==> config.mk <==
export PLATFORM = sky130hd
export DESIGN_NAME = ft64_ins_packer_flat
export DESIGN_NICKNAME = d
export VERILOG_FILES = /design/src/rtl/ft64_pack_pkg.sv /design/src/rtl/ft64_ins_packer_if.sv /design/src/rtl/ft64_pack_len.sv /design/src/rtl/ft64_ins_packer.sv /design/src/flat_wrapper.sv
export SDC_FILE = /design/constraint.sdc
export NUM_CORES = 1
export LEC_CHECK = 0
export CORE_AREA = 2 2 240 290
export CTS_CLUSTER_DIAMETER = 30
export DETAILED_ROUTE_END_ITERATION = 12
export DIE_AREA = 0 0 242 292
export PLACE_DENSITY = 0.46
export SLEW_MARGIN = 20
export SYNTH_ARGS = -nofsm -noshare
export SYNTH_HDL_FRONTEND = slang
export SYNTH_SLANG_ARGS = --single-unit
==> constraint.sdc <==
create_clock -name clk -period 4.03 [get_ports clk]
set_input_delay 0.6045 -clock clk [delete_from_list [all_inputs] [get_ports clk]]
set_output_delay 0.6045 -clock clk [all_outputs]
set_load 0.01 [all_outputs]
==> src/rtl/ft64_pack_pkg.sv <==
// ft64_pack_pkg: shared constants and types for the FT64 instruction packer.
//   OP_CMPRSSD     - FT64 major opcode of the compressed-instruction escape
//   LEN2/LEN4/LEN6 - instruction byte lengths
//   len_code_e     - ins[7:6] length code
//   code_to_len    - length code to byte length
package ft64_pack_pkg;

   localparam logic [5:0] OP_CMPRSSD = 6'h2F;

   localparam logic [2:0] LEN2 = 3'd2;
   localparam logic [2:0] LEN4 = 3'd4;
   localparam logic [2:0] LEN6 = 3'd6;

   typedef enum logic [1:0] {
      LcLen4  = 2'b00,
      LcLen6  = 2'b01,
      LcLen2a = 2'b10,
      LcLen2b = 2'b11
   } len_code_e;

   function automatic logic [2:0] code_to_len(input len_code_e code);
      logic [2:0] len;
      unique case (code)
         LcLen4:  len = LEN4;
         LcLen6:  len = LEN6;
         default: len = LEN2;
      endcase
      return len;
   endfunction

endpackage

==> src/rtl/ft64_ins_packer_if.sv <==
// ft64_ins_packer_if: instruction-in and memory-write-out handshake bundle.
//   ins_v/ins_rdy/ins              - one instruction per handshake
//   wr_v/wr_rdy/wr_adr/wr_dat/wr_sel - 64-bit instruction-memory write word
// Modports:
//   master - the packer (drives ins_rdy and the write word)
//   slave  - the environment (supplies instructions, accepts write words)
interface ft64_ins_packer_if #(
   parameter int unsigned ADDR_W = 32
);

   logic              ins_v;
   logic              ins_rdy;
   logic [47:0]       ins;
   logic              wr_v;
   logic              wr_rdy;
   logic [ADDR_W-1:0] wr_adr;
   logic [63:0]       wr_dat;
   logic [7:0]        wr_sel;

   modport master (
      input  ins_v, ins, wr_rdy,
      output ins_rdy, wr_v, wr_adr, wr_dat, wr_sel
   );

   modport slave (
      output ins_v, ins, wr_rdy,
      input  ins_rdy, wr_v, wr_adr, wr_dat, wr_sel
   );

endinterface

==> src/rtl/ft64_pack_len.sv <==
// ft64_pack_len: combinational FT64 instruction length decode.
//   ins - instruction, byte 0 in ins[7:0]
//   len - byte length (2, 4 or 6)
// Build option FT64_PACK_DCI_EN: opcode OP_CMPRSSD always decodes as a
// 2-byte instruction regardless of ins[7:6].
module ft64_pack_len
   import ft64_pack_pkg::*;
(
   input  logic [47:0] ins,
   output logic [2:0]  len
);

   logic unused_ins_hi;
   assign unused_ins_hi = ^ins[47:8];

   always_comb begin
      len = code_to_len(len_code_e'(ins[7:6]));
`ifdef FT64_PACK_DCI_EN
      if (ins[5:0] == OP_CMPRSSD) begin
         len = LEN2;
      end
`else
      len = len | 3'(ins[5:0] & 6'h0);
`endif
   end

endmodule

==> src/rtl/ft64_ins_packer.sv <==
// ft64_ins_packer: packs variable-length FT64 instructions little-endian into
// 64-bit instruction-memory write words with byte selects.
// Ports:
//   clk, rst  - clock, synchronous active-high reset
//   bus       - instruction handshake in, memory write word out (master modport)
//   ld_adr    - load write pointer from start_adr (only when idle and empty)
//   start_adr - new byte address, bit 0 ignored
//   flush     - emit the partially filled low word
//   pc_o      - byte address the next accepted instruction will occupy
// Build option FT64_PACK_DCI_EN is handled in ft64_pack_len.
module ft64_ins_packer
   import ft64_pack_pkg::*;
#(
   parameter int unsigned ADDR_W = 32
) (
   input  logic              clk,
   input  logic              rst,
   ft64_ins_packer_if.master bus,
   input  logic              ld_adr,
   input  logic [ADDR_W-1:0] start_adr,
   input  logic              flush,
   output logic [ADDR_W-1:0] pc_o
);

   // Staging buffer: byte i of the current word lives at stg[i]; bytes 8..15
   // only hold spill-over until the low word is emitted.
   logic [15:0][7:0]  stg_q, stg_d;
   logic [15:0]       mask_q, mask_d;
   logic [3:0]        fp_q, fp_d;
   logic [ADDR_W-1:0] wa_q, wa_d;

   logic              wr_v_q, wr_v_d;
   logic [ADDR_W-1:0] wr_adr_q, wr_adr_d;
   logic [63:0]       wr_dat_q, wr_dat_d;
   logic [7:0]        wr_sel_q, wr_sel_d;

   logic [2:0] len;
   logic       out_free;
   logic       ins_rdy;
   logic       acc;
   logic [4:0] fp_sum;
   logic       unused_start_lsb;

   assign unused_start_lsb = start_adr[0];

   ft64_pack_len u_len (
      .ins (bus.ins),
      .len (len)
   );

   assign out_free = !wr_v_q || bus.wr_rdy;
   assign ins_rdy  = !ld_adr && out_free;
   assign acc      = bus.ins_v && ins_rdy;
   assign fp_sum   = {1'b0, fp_q} + {2'b00, len};

   always_comb begin
      stg_d    = stg_q;
      mask_d   = mask_q;
      fp_d     = fp_q;
      wa_d     = wa_q;
      // A pending word leaves when the memory takes it; a newly formed word
      // below may reload the register on the same edge.
      wr_v_d   = wr_v_q && !bus.wr_rdy;
      wr_adr_d = wr_adr_q;
      wr_dat_d = wr_dat_q;
      wr_sel_d = wr_sel_q;

      if (acc) begin
         for (int i = 0; i < 6; i++) begin
            if (3'(i) < len) begin
               stg_d[fp_q + 4'(i)]  = bus.ins[8*i +: 8];
               mask_d[fp_q + 4'(i)] = 1'b1;
            end
         end
         if (fp_sum >= 5'd8) begin
            wr_v_d   = 1'b1;
            wr_adr_d = wa_q;
            wr_dat_d = stg_d[7:0];
            wr_sel_d = mask_d[7:0];
            stg_d    = {64'h0, stg_d[15:8]};
            mask_d   = {8'h00, mask_d[15:8]};
            fp_d     = 4'(fp_sum - 5'd8);
            wa_d     = wa_q + ADDR_W'(8);
         end else begin
            fp_d = fp_sum[3:0];
         end
      end else if (flush && out_free && (mask_q[7:0] != 8'h00)) begin
         // Partial word out; fp/wa stay so later bytes land in the same word.
         wr_v_d   = 1'b1;
         wr_adr_d = wa_q;
         wr_dat_d = stg_q[7:0];
         wr_sel_d = mask_q[7:0];
         mask_d   = '0;
      end else if (ld_adr && (mask_q == 16'h0000) && !wr_v_q) begin
         wa_d = {start_adr[ADDR_W-1:3], 3'b000};
         fp_d = {1'b0, start_adr[2:1], 1'b0};
      end
   end

   always_ff @(posedge clk) begin
      if (rst) begin
         stg_q    <= '0;
         mask_q   <= '0;
         fp_q     <= '0;
         wa_q     <= '0;
         wr_v_q   <= 1'b0;
         wr_adr_q <= '0;
         wr_dat_q <= '0;
         wr_sel_q <= '0;
      end else begin
         stg_q    <= stg_d;
         mask_q   <= mask_d;
         fp_q     <= fp_d;
         wa_q     <= wa_d;
         wr_v_q   <= wr_v_d;
         wr_adr_q <= wr_adr_d;
         wr_dat_q <= wr_dat_d;
         wr_sel_q <= wr_sel_d;
      end
   end

   assign bus.ins_rdy = ins_rdy;
   assign bus.wr_v    = wr_v_q;
   assign bus.wr_adr  = wr_adr_q;
   assign bus.wr_dat  = wr_dat_q;
   assign bus.wr_sel  = wr_sel_q;
   assign pc_o        = wa_q + ADDR_W'(fp_q);

endmodule

==> src/flat_wrapper.sv <==
// flat-port wrapper written by rule: the top's interface ports become plain ports
module ft64_ins_packer_flat import ft64_pack_pkg::*;
#(
   parameter int unsigned ADDR_W = 32
)
  (clk, rst, ld_adr, start_adr, flush, pc_o, bus_ins_v, bus_ins, bus_wr_rdy, bus_ins_rdy, bus_wr_v, bus_wr_adr, bus_wr_dat, bus_wr_sel);
  ft64_ins_packer_if #(.ADDR_W(ADDR_W)) bus_i ();
  input  logic clk;
  input  logic rst;
  input  logic ld_adr;
  input  logic [ADDR_W-1:0] start_adr;
  input  logic flush;
  output logic [ADDR_W-1:0] pc_o;
  input wire logic [$bits(bus_i.ins_v)-1:0] bus_ins_v;
  input wire logic [$bits(bus_i.ins)-1:0] bus_ins;
  input wire logic [$bits(bus_i.wr_rdy)-1:0] bus_wr_rdy;
  output wire logic [$bits(bus_i.ins_rdy)-1:0] bus_ins_rdy;
  output wire logic [$bits(bus_i.wr_v)-1:0] bus_wr_v;
  output wire logic [$bits(bus_i.wr_adr)-1:0] bus_wr_adr;
  output wire logic [$bits(bus_i.wr_dat)-1:0] bus_wr_dat;
  output wire logic [$bits(bus_i.wr_sel)-1:0] bus_wr_sel;
  assign bus_i.ins_v = bus_ins_v;
  assign bus_i.ins = bus_ins;
  assign bus_i.wr_rdy = bus_wr_rdy;
  assign bus_ins_rdy = bus_i.ins_rdy;
  assign bus_wr_v = bus_i.wr_v;
  assign bus_wr_adr = bus_i.wr_adr;
  assign bus_wr_dat = bus_i.wr_dat;
  assign bus_wr_sel = bus_i.wr_sel;
  ft64_ins_packer #(.ADDR_W(ADDR_W)) u_core (.clk(clk), .rst(rst), .bus(bus_i), .ld_adr(ld_adr), .start_adr(start_adr), .flush(flush), .pc_o(pc_o));
endmodule
======== After elaboration in Yosys (flattened, before gate mapping) ========
Index checks and enable logic that the tools add are counted.
storage, ports and cells
  register bits ........................... 285
  memories kept ........................... 0
  RAM bits ................................ 0
  bits in latches ......................... 0
  input port bits ......................... 86
  output and inout bits ................... 138
  bits in read-only memories .............. 0
cells by class
  bitwise gates (word level) .............. 6
  reductions and logical operators ........ 25
  shift-type cells ........................ 0
  divide/modulo/power cells ............... 0
  $lt $le $gt $ge ......................... 19
  $mul .................................... 0
  eq/ne operators ......................... 3
  add/sub/neg operators ................... 9
  muxes and demuxes ....................... 77
operators by type and width
  cell                                                                number
  2-to-1 mux 128 bit                                                  12
  bitwise mux 128 bit                                                 6
  2-to-1 mux 16 bit                                                   14
  2-to-1 mux 32 bit                                                   7
  demux 8 bit (select 4 bit)                                          6
  2-to-1 mux 64 bit                                                   3
  bitwise OR 16 bit                                                   6
  2-to-1 mux 8 bit                                                    9
  adder 32 x 4 -> 32 bit                                              1
  adder 32 x 4 -> 32 bit (second input constant)                      1
  less-than comparator 4 x 5 -> 1 bit (second input constant)         6
  demux 1 bit (select 4 bit)                                          6
  greater-or-equal comparator 4 x 1 -> 1 bit (second input constant)  6
  logical NOT 16 bit                                                  1
  2-to-1 mux 4 bit                                                    4
  logical AND 1 bit                                                   13
  2-to-1 mux 1 bit                                                    9
  adder 4 x 2 -> 4 bit (second input constant)                        2
  adder 4 x 3 -> 4 bit (second input constant)                        2
  nonzero test 8 bit                                                  1
  less-than comparator 1 x 3 -> 1 bit (first input constant)          2
  less-than comparator 2 x 3 -> 1 bit (first input constant)          2
  less-than comparator 3 bit (first input constant)                   2
  case mux 3 bit (2 select lines)                                     1
  13 further kinds                                                    17

======== Depth between registers and ports, before layout ========
  depth after elaboration ................. 23
  gate-level depth with buffers ........... 12
  mapped depth without buffers ............ 8

======== Modules after synthesis ========
A second synthesis with hierarchy kept.
second synthesis, totals
  cell total of the unflattened synthesis .. 2883
  area total of the unflattened synthesis .. 20792.4 um^2
modules (own cells, without submodules)
  module           instances  cells each  area an instance (um^2)
  ft64_ins_packer  1          2879        20771.2
  ft64_pack_len    1          4           21.3

======== Least setup slack after synthesis ========
No wires, ideal clock.
  path type ............................... input to register
  start point ............................. input port bus_ins[7]
  end point ............................... register u_core.stg_q[34] in the netlist's numbering
  required time ........................... 3.892 ns
  path slack .............................. 0.753 ns
  arrival ................................. 3.139 ns
  setup time .............................. 0.138 ns
  stages .................................. 11
  cells stage by stage .................... buf_2 or2_2 ha_1 fa_1 nor2b_1 a31o_2 clkbuf_1 nand3_1 clkbuf_1 clkbuf_1 o221ai_1
between the ends
  word-level cells in the longest chain between the ends .. 20
RTL lines
  item                                                         RTL line                text
  start, declared                                              flat_wrapper.sv:15      input wire logic [$bits(bus_i.ins)-1:0] bus_ins;
  == test 2 x 1 -> 1 bit or logical NOT 2 bit (tied branches)  ft64_pack_pkg.sv:23     unique case (code)
  case mux 3 bit (2 select lines) (*)                          ft64_pack_pkg.sv:23
  less-than comparator 1 x 3 -> 1 bit                          ft64_ins_packer.sv:70   if (3'(i) < len) begin
  2-to-1 mux 128 bit                                           ft64_ins_packer.sv:70
  2-to-1 mux 128 bit                                           ft64_ins_packer.sv:68   if (acc) begin
  bitwise mux 128 bit                                          ft64_ins_packer.sv:71   stg_d[fp_q + 4'(i)] = bus.ins[8*i +: 8];
  2-to-1 mux 128 bit                                           ft64_ins_packer.sv:70
  2-to-1 mux 128 bit                                           ft64_ins_packer.sv:68
  [4 not listed]                                               -
  2-to-1 mux 128 bit                                           ft64_ins_packer.sv:70
  2-to-1 mux 128 bit                                           ft64_ins_packer.sv:68
  bitwise mux 128 bit                                          ft64_ins_packer.sv:71
  2-to-1 mux 128 bit                                           ft64_ins_packer.sv:70
  2-to-1 mux 128 bit                                           ft64_ins_packer.sv:68
  bitwise mux 128 bit                                          ft64_ins_packer.sv:71
  2-to-1 mux 128 bit                                           ft64_ins_packer.sv:70
  2-to-1 mux 128 bit (*)                                       ft64_ins_packer.sv:75   if (fp_sum >= 5'd8) begin
  end signal, assigned                                         ft64_ins_packer.sv:111  stg_q <= stg_d;
  end, declared                                                ft64_ins_packer.sv:27   logic [15:0][7:0] stg_q, stg_d;
Mark *: on every way between the ends. The rest lies on a longest branch, timed or not. The select of a mux whose other input is x is not followed.
A chain may end at the register's enable or synchronous reset.

======== Worst setup path in the final report ========
  start point ............................. register u_core.wa_q[3]
  end point ............................... output port pc_o[27]
between the ends
  word-level cells in the longest chain between the ends .. 1
RTL lines
  item                    RTL line                text
  start, declared         ft64_ins_packer.sv:30   logic [ADDR_W-1:0] wa_q, wa_d;
  start signal, assigned  ft64_ins_packer.sv:114  wa_q <= wa_d;
  adder 32 x 4 -> 32 bit  ft64_ins_packer.sv:127  assign pc_o = wa_q + ADDR_W'(fp_q);
  end, declared           flat_wrapper.sv:13      output logic [ADDR_W-1:0] pc_o;
No other way between the ends.

==> impl_metrics.xml <==
<?xml version="1.0" encoding="UTF-8"?>
<metrics>
  <group name="status">
    <metric name="status" unit="">finished, final reports clean</metric>
  </group>
  <group name="clock_tree">
    <metric name="numCtsBuffers" unit="">89</metric>
    <metric name="numClockSinks" unit="">278</metric>
    <metric name="cts_hold_repair.buffers" unit="">0</metric>
    <metric name="cts_max_level" unit="">3</metric>
    <metric name="cts.path.max_buffers" unit="">3</metric>
    <metric name="root_buffer" unit="">clkbuf_16</metric>
    <metric name="clock_insertion_delay_worst_skew" unit="ps">630</metric>
    <metric name="cts_tree" unit="">done</metric>
    <metric name="clkSlewWorstSetupHoldPaths" unit="ps">40</metric>
  </group>
  <group name="placed_design">
    <metric name="dp_hpwl" unit="um">49340</metric>
    <metric name="place_ws" unit="ps">343.6</metric>
    <metric name="postPlaceCellArea" unit="um^2">19910</metric>
    <metric name="gp_routability_congestion" unit="">0.8576</metric>
    <metric name="io_buffers" unit="">218</metric>
  </group>
  <group name="cells_and_area">
    <metric name="drive_above_1_share" unit="%">12.92</metric>
    <metric name="antenna_diode_instance_count" unit="">0</metric>
    <metric name="nNetsFinal" unit="">2334</metric>
    <metric name="flow.area_growth_from_synthesis" unit="%">37.72</metric>
    <metric name="most_frequent_cells_in_the_layout" unit="">278 x nand2_1, 278 x dfxtp_1, 217 x clkdlybuf4s50_1, 159 x a21oi_1, 95 x mux2i_1</metric>
    <metric name="fin_area" unit="um^2">23170</metric>
  </group>
  <group name="power">
    <metric name="leakage" unit="nW">8.457</metric>
    <metric name="fin_total_pwr" unit="mW">17.26</metric>
    <metric name="power.density" unit="nW/um^2">744.9</metric>
    <metric name="irDropWorstVdd" unit="V">0.0004399</metric>
  </group>
  <group name="hold_path">
    <metric name="worst_hold_path_type" unit="">input pin to flip-flop</metric>
  </group>
  <group name="critical_path">
    <metric name="crit_path_max_fanout" unit="">7</metric>
    <metric name="worst-endpoint-arrival" unit="ps">3310</metric>
    <metric name="timing_worst_setup_path_type" unit="">flip-flop to output pin</metric>
    <metric name="cp-start-kind" unit="">flip-flop</metric>
    <metric name="crit_required" unit="ps">3430</metric>
    <metric name="setup.worst_path.end_class" unit="">output pin</metric>
  </group>
  <group name="die">
    <metric name="num_rows" unit="">105</metric>
    <metric name="floorplan.io_pins" unit="">224</metric>
    <metric name="die_h" unit="um">292</metric>
    <metric name="initial_util" unit="%">24.82</metric>
    <metric name="floorplan.die_area" unit="um^2">70660</metric>
    <metric name="fp.coreArea" unit="um^2">67790</metric>
    <metric name="die_width" unit="um">242</metric>
  </group>
  <group name="detailed_routing">
    <metric name="vias_per_cell" unit="">5.512</metric>
    <metric name="routed_via_count" unit="">17766</metric>
    <metric name="wl" unit="um">76600</metric>
    <metric name="drtPass1Iterations" unit="">7</metric>
    <metric name="antenna_left" unit="">0</metric>
    <metric name="remaining_drc_errors" unit="">0</metric>
    <metric name="first_iter_violations" unit="">1318</metric>
    <metric name="routed_wire_length_per_instance" unit="um">23.77</metric>
  </group>
  <group name="global_route">
    <metric name="first_global_vias" unit="">17338</metric>
    <metric name="largest_net_degree_at_the_start_of_global_routing" unit="">188</metric>
    <metric name="grt_first_pass_wirelength" unit="um">113700</metric>
    <metric name="globalRouteOverflowTotal" unit="">0</metric>
    <metric name="number_of_antenna_violations_at_the_first_check_in_global_routing" unit="">0</metric>
    <metric name="grt_util_all_layers" unit="%">21.00</metric>
  </group>
  <group name="synthesis">
    <metric name="post_synth_inst_count" unit="">2108</metric>
    <metric name="syn_avg_cell_area" unit="um^2">7.980</metric>
    <metric name="ys.warnings.count" unit="">0</metric>
    <metric name="yosysTopAreaCell" unit="">dfxtp_1</metric>
    <metric name="async_flop_share" unit="%">0</metric>
    <metric name="synth_largest_type_area_fraction" unit="%">33.08</metric>
    <metric name="synth_top_cells_by_area" unit="">dfxtp_1 33%, nand2_1 6.2%, mux2i_1 5.7%</metric>
    <metric name="synth-seq-area-share" unit="%">33.08</metric>
    <metric name="netlist_area" unit="um^2">16820</metric>
    <metric name="synth_enable_flop_cells" unit="">0</metric>
    <metric name="flip_flop_and_latch_count_after_synthesis" unit="">278</metric>
    <metric name="yosys_most_used_dff" unit="">dfxtp_1</metric>
    <metric name="synth.distinct_cells" unit="">71</metric>
  </group>
  <group name="timing">
    <metric name="sum_of_negative_setup_slack" unit="ps">0</metric>
    <metric name="slew_violations" unit="">0</metric>
    <metric name="setup_viol_count_final" unit="">0</metric>
    <metric name="final.setup.worst_slack" unit="ps">113.2</metric>
    <metric name="worst_pin_slew" unit="ps">1124</metric>
    <metric name="rsz0062_at_grt" unit="">no</metric>
    <metric name="period_share" unit="%">97.19</metric>
    <metric name="slew-limit-headroom" unit="%">24.98</metric>
    <metric name="final.hold.worst_slack" unit="ps">197.4</metric>
    <metric name="timing_hold_violations_final" unit="">0</metric>
    <metric name="achievable-frequency" unit="MHz">255.3</metric>
    <metric name="layout_skew" unit="ps">20.63</metric>
    <metric name="fin_crit" unit="ps">3917</metric>
  </group>
  <group name="job">
    <metric name="max_cap_viol_count" unit="">0</metric>
  </group>
</metrics>
-- final cells by class --
class	count	area, um^2
clock buffer	122	2603
inverter	15	57.56
sequential	278	5565
multi-input combinational	1563	10250
clock inverter	42	630.6
timing repair buffer	294	2929
tap	909	1137
fill	7110	44620
-- flip-flops by register name (all words and copies together), names as in the netlist --
register / cells
u_core.bus.wr_adr: 29
u_core.bus.wr_dat: 64
u_core.bus.wr_sel: 8
u_core.bus.wr_v: 1
u_core.fp_q: 3
u_core.mask_q: 16
u_core.stg_q: 128
u_core.wa_q: 29
-- stage by stage --
stage               util, %  std cells
floorplan                 -       2111
global placement      29.37       3058
detailed placement    29.37       3058
CTS                   34.14       3222
global route          34.18       3223
finish                34.18       3223
-- final timing paths --
check                   startpoint                     to  slack [ps]  cells past startpoint
setup / recovery    u_core.wa_q[3]               pc_o[27]         110                      8
hold / removal                 rst         u_core.fp_q[2]         200                      2
setup reg to reg    u_core.fp_q[2]  u_core.bus.wr_dat[26]         690                      6
hold reg to reg   u_core.stg_q[97]       u_core.stg_q[97]         450                      2
-- synthesized netlist by cell type (6+ instances only) --
cell type  count
dfxtp_1      278
nand2_1      278
clkbuf_1     177
a21oi_1      159
mux2i_1       96
nor2_1        96
nor3_1        78
o21ai_0       74
nand3_1       71
o211ai_1      65
o22a_1        65
nor3b_1       51
a211oi_1      43
nand2b_1      38
nor2b_1       37
a32oi_1       35
and3b_1       35
a311o_1       34
a211o_1       32
o221ai_1      32
mux2_2        31
buf_2         29
buf_1         28
o31ai_1       19
xnor2_1       17
inv_1         15
o32a_1        15
nand4_1       14
and2_1        12
nand3b_1      11
clkbuf_2       9
nor4_1         9
o32ai_1        9
xor2_1         9
a311oi_1       7
buf_4          7
ha_1           6
o21a_1         6
o31a_1         6
-- per-layer routing --
layer	vias up	share of wire (%)	GRT usage, %
met2	827	46	33.56
li1	8126	-	-
met3	142	7.5	4.366
met1	8671	43	27.26
met5	-	0	0
met4	0	3.7	9.184
-- logic make-up (layout without fill, tap and decap cells) --
| logic type | after synthesis | count (layout) | share of synthesized area [%] |
|---|---|---|---|
| AOI/OAI and AO/OA | 639 | 639 | 27.50 |
| xor gates and xnor gates | 27 | 27 | 1.450 |
| adders and majority gates | 7 | 7 | 0.5653 |
| buffers and inverters | 270 | 473 | 6.664 |
| DFF | 278 | 278 | 33.08 |
| muxes | 127 | 127 | 7.787 |
| other | 1 | 4 | 0.02229 |
| and+or+nand+nor | 759 | 759 | 22.92 |
-- where the power goes --
part | total (mW) | switching, mW | internal [mW]
Combinational | 6.05 | 3.61 | 2.45
Clock | 7.39 | 2.09 | 5.30
Sequential | 3.81 | 0.534 | 3.28
Total | 17.3 | 6.23 | 11.0
-- critical path: stages (launching register included) --
cell	delay [ps]
dfxtp_1	440
ha_1	180
buf_4	140
nand3_1	210
nor2_1	310
nand3_1	270
nor4_1	320
xor2_1	230
clkdlybuf4s50_1	570
-- what timing repair did --
| item | CTS | global route |
|---|---|---|
| resized for setup | 0 | 4 |
| endpoints found under the setup margin | 0 | 7 |
| setup buffers | 0 | 1 |
Note: power is estimated with default switching activity, not from simulation.
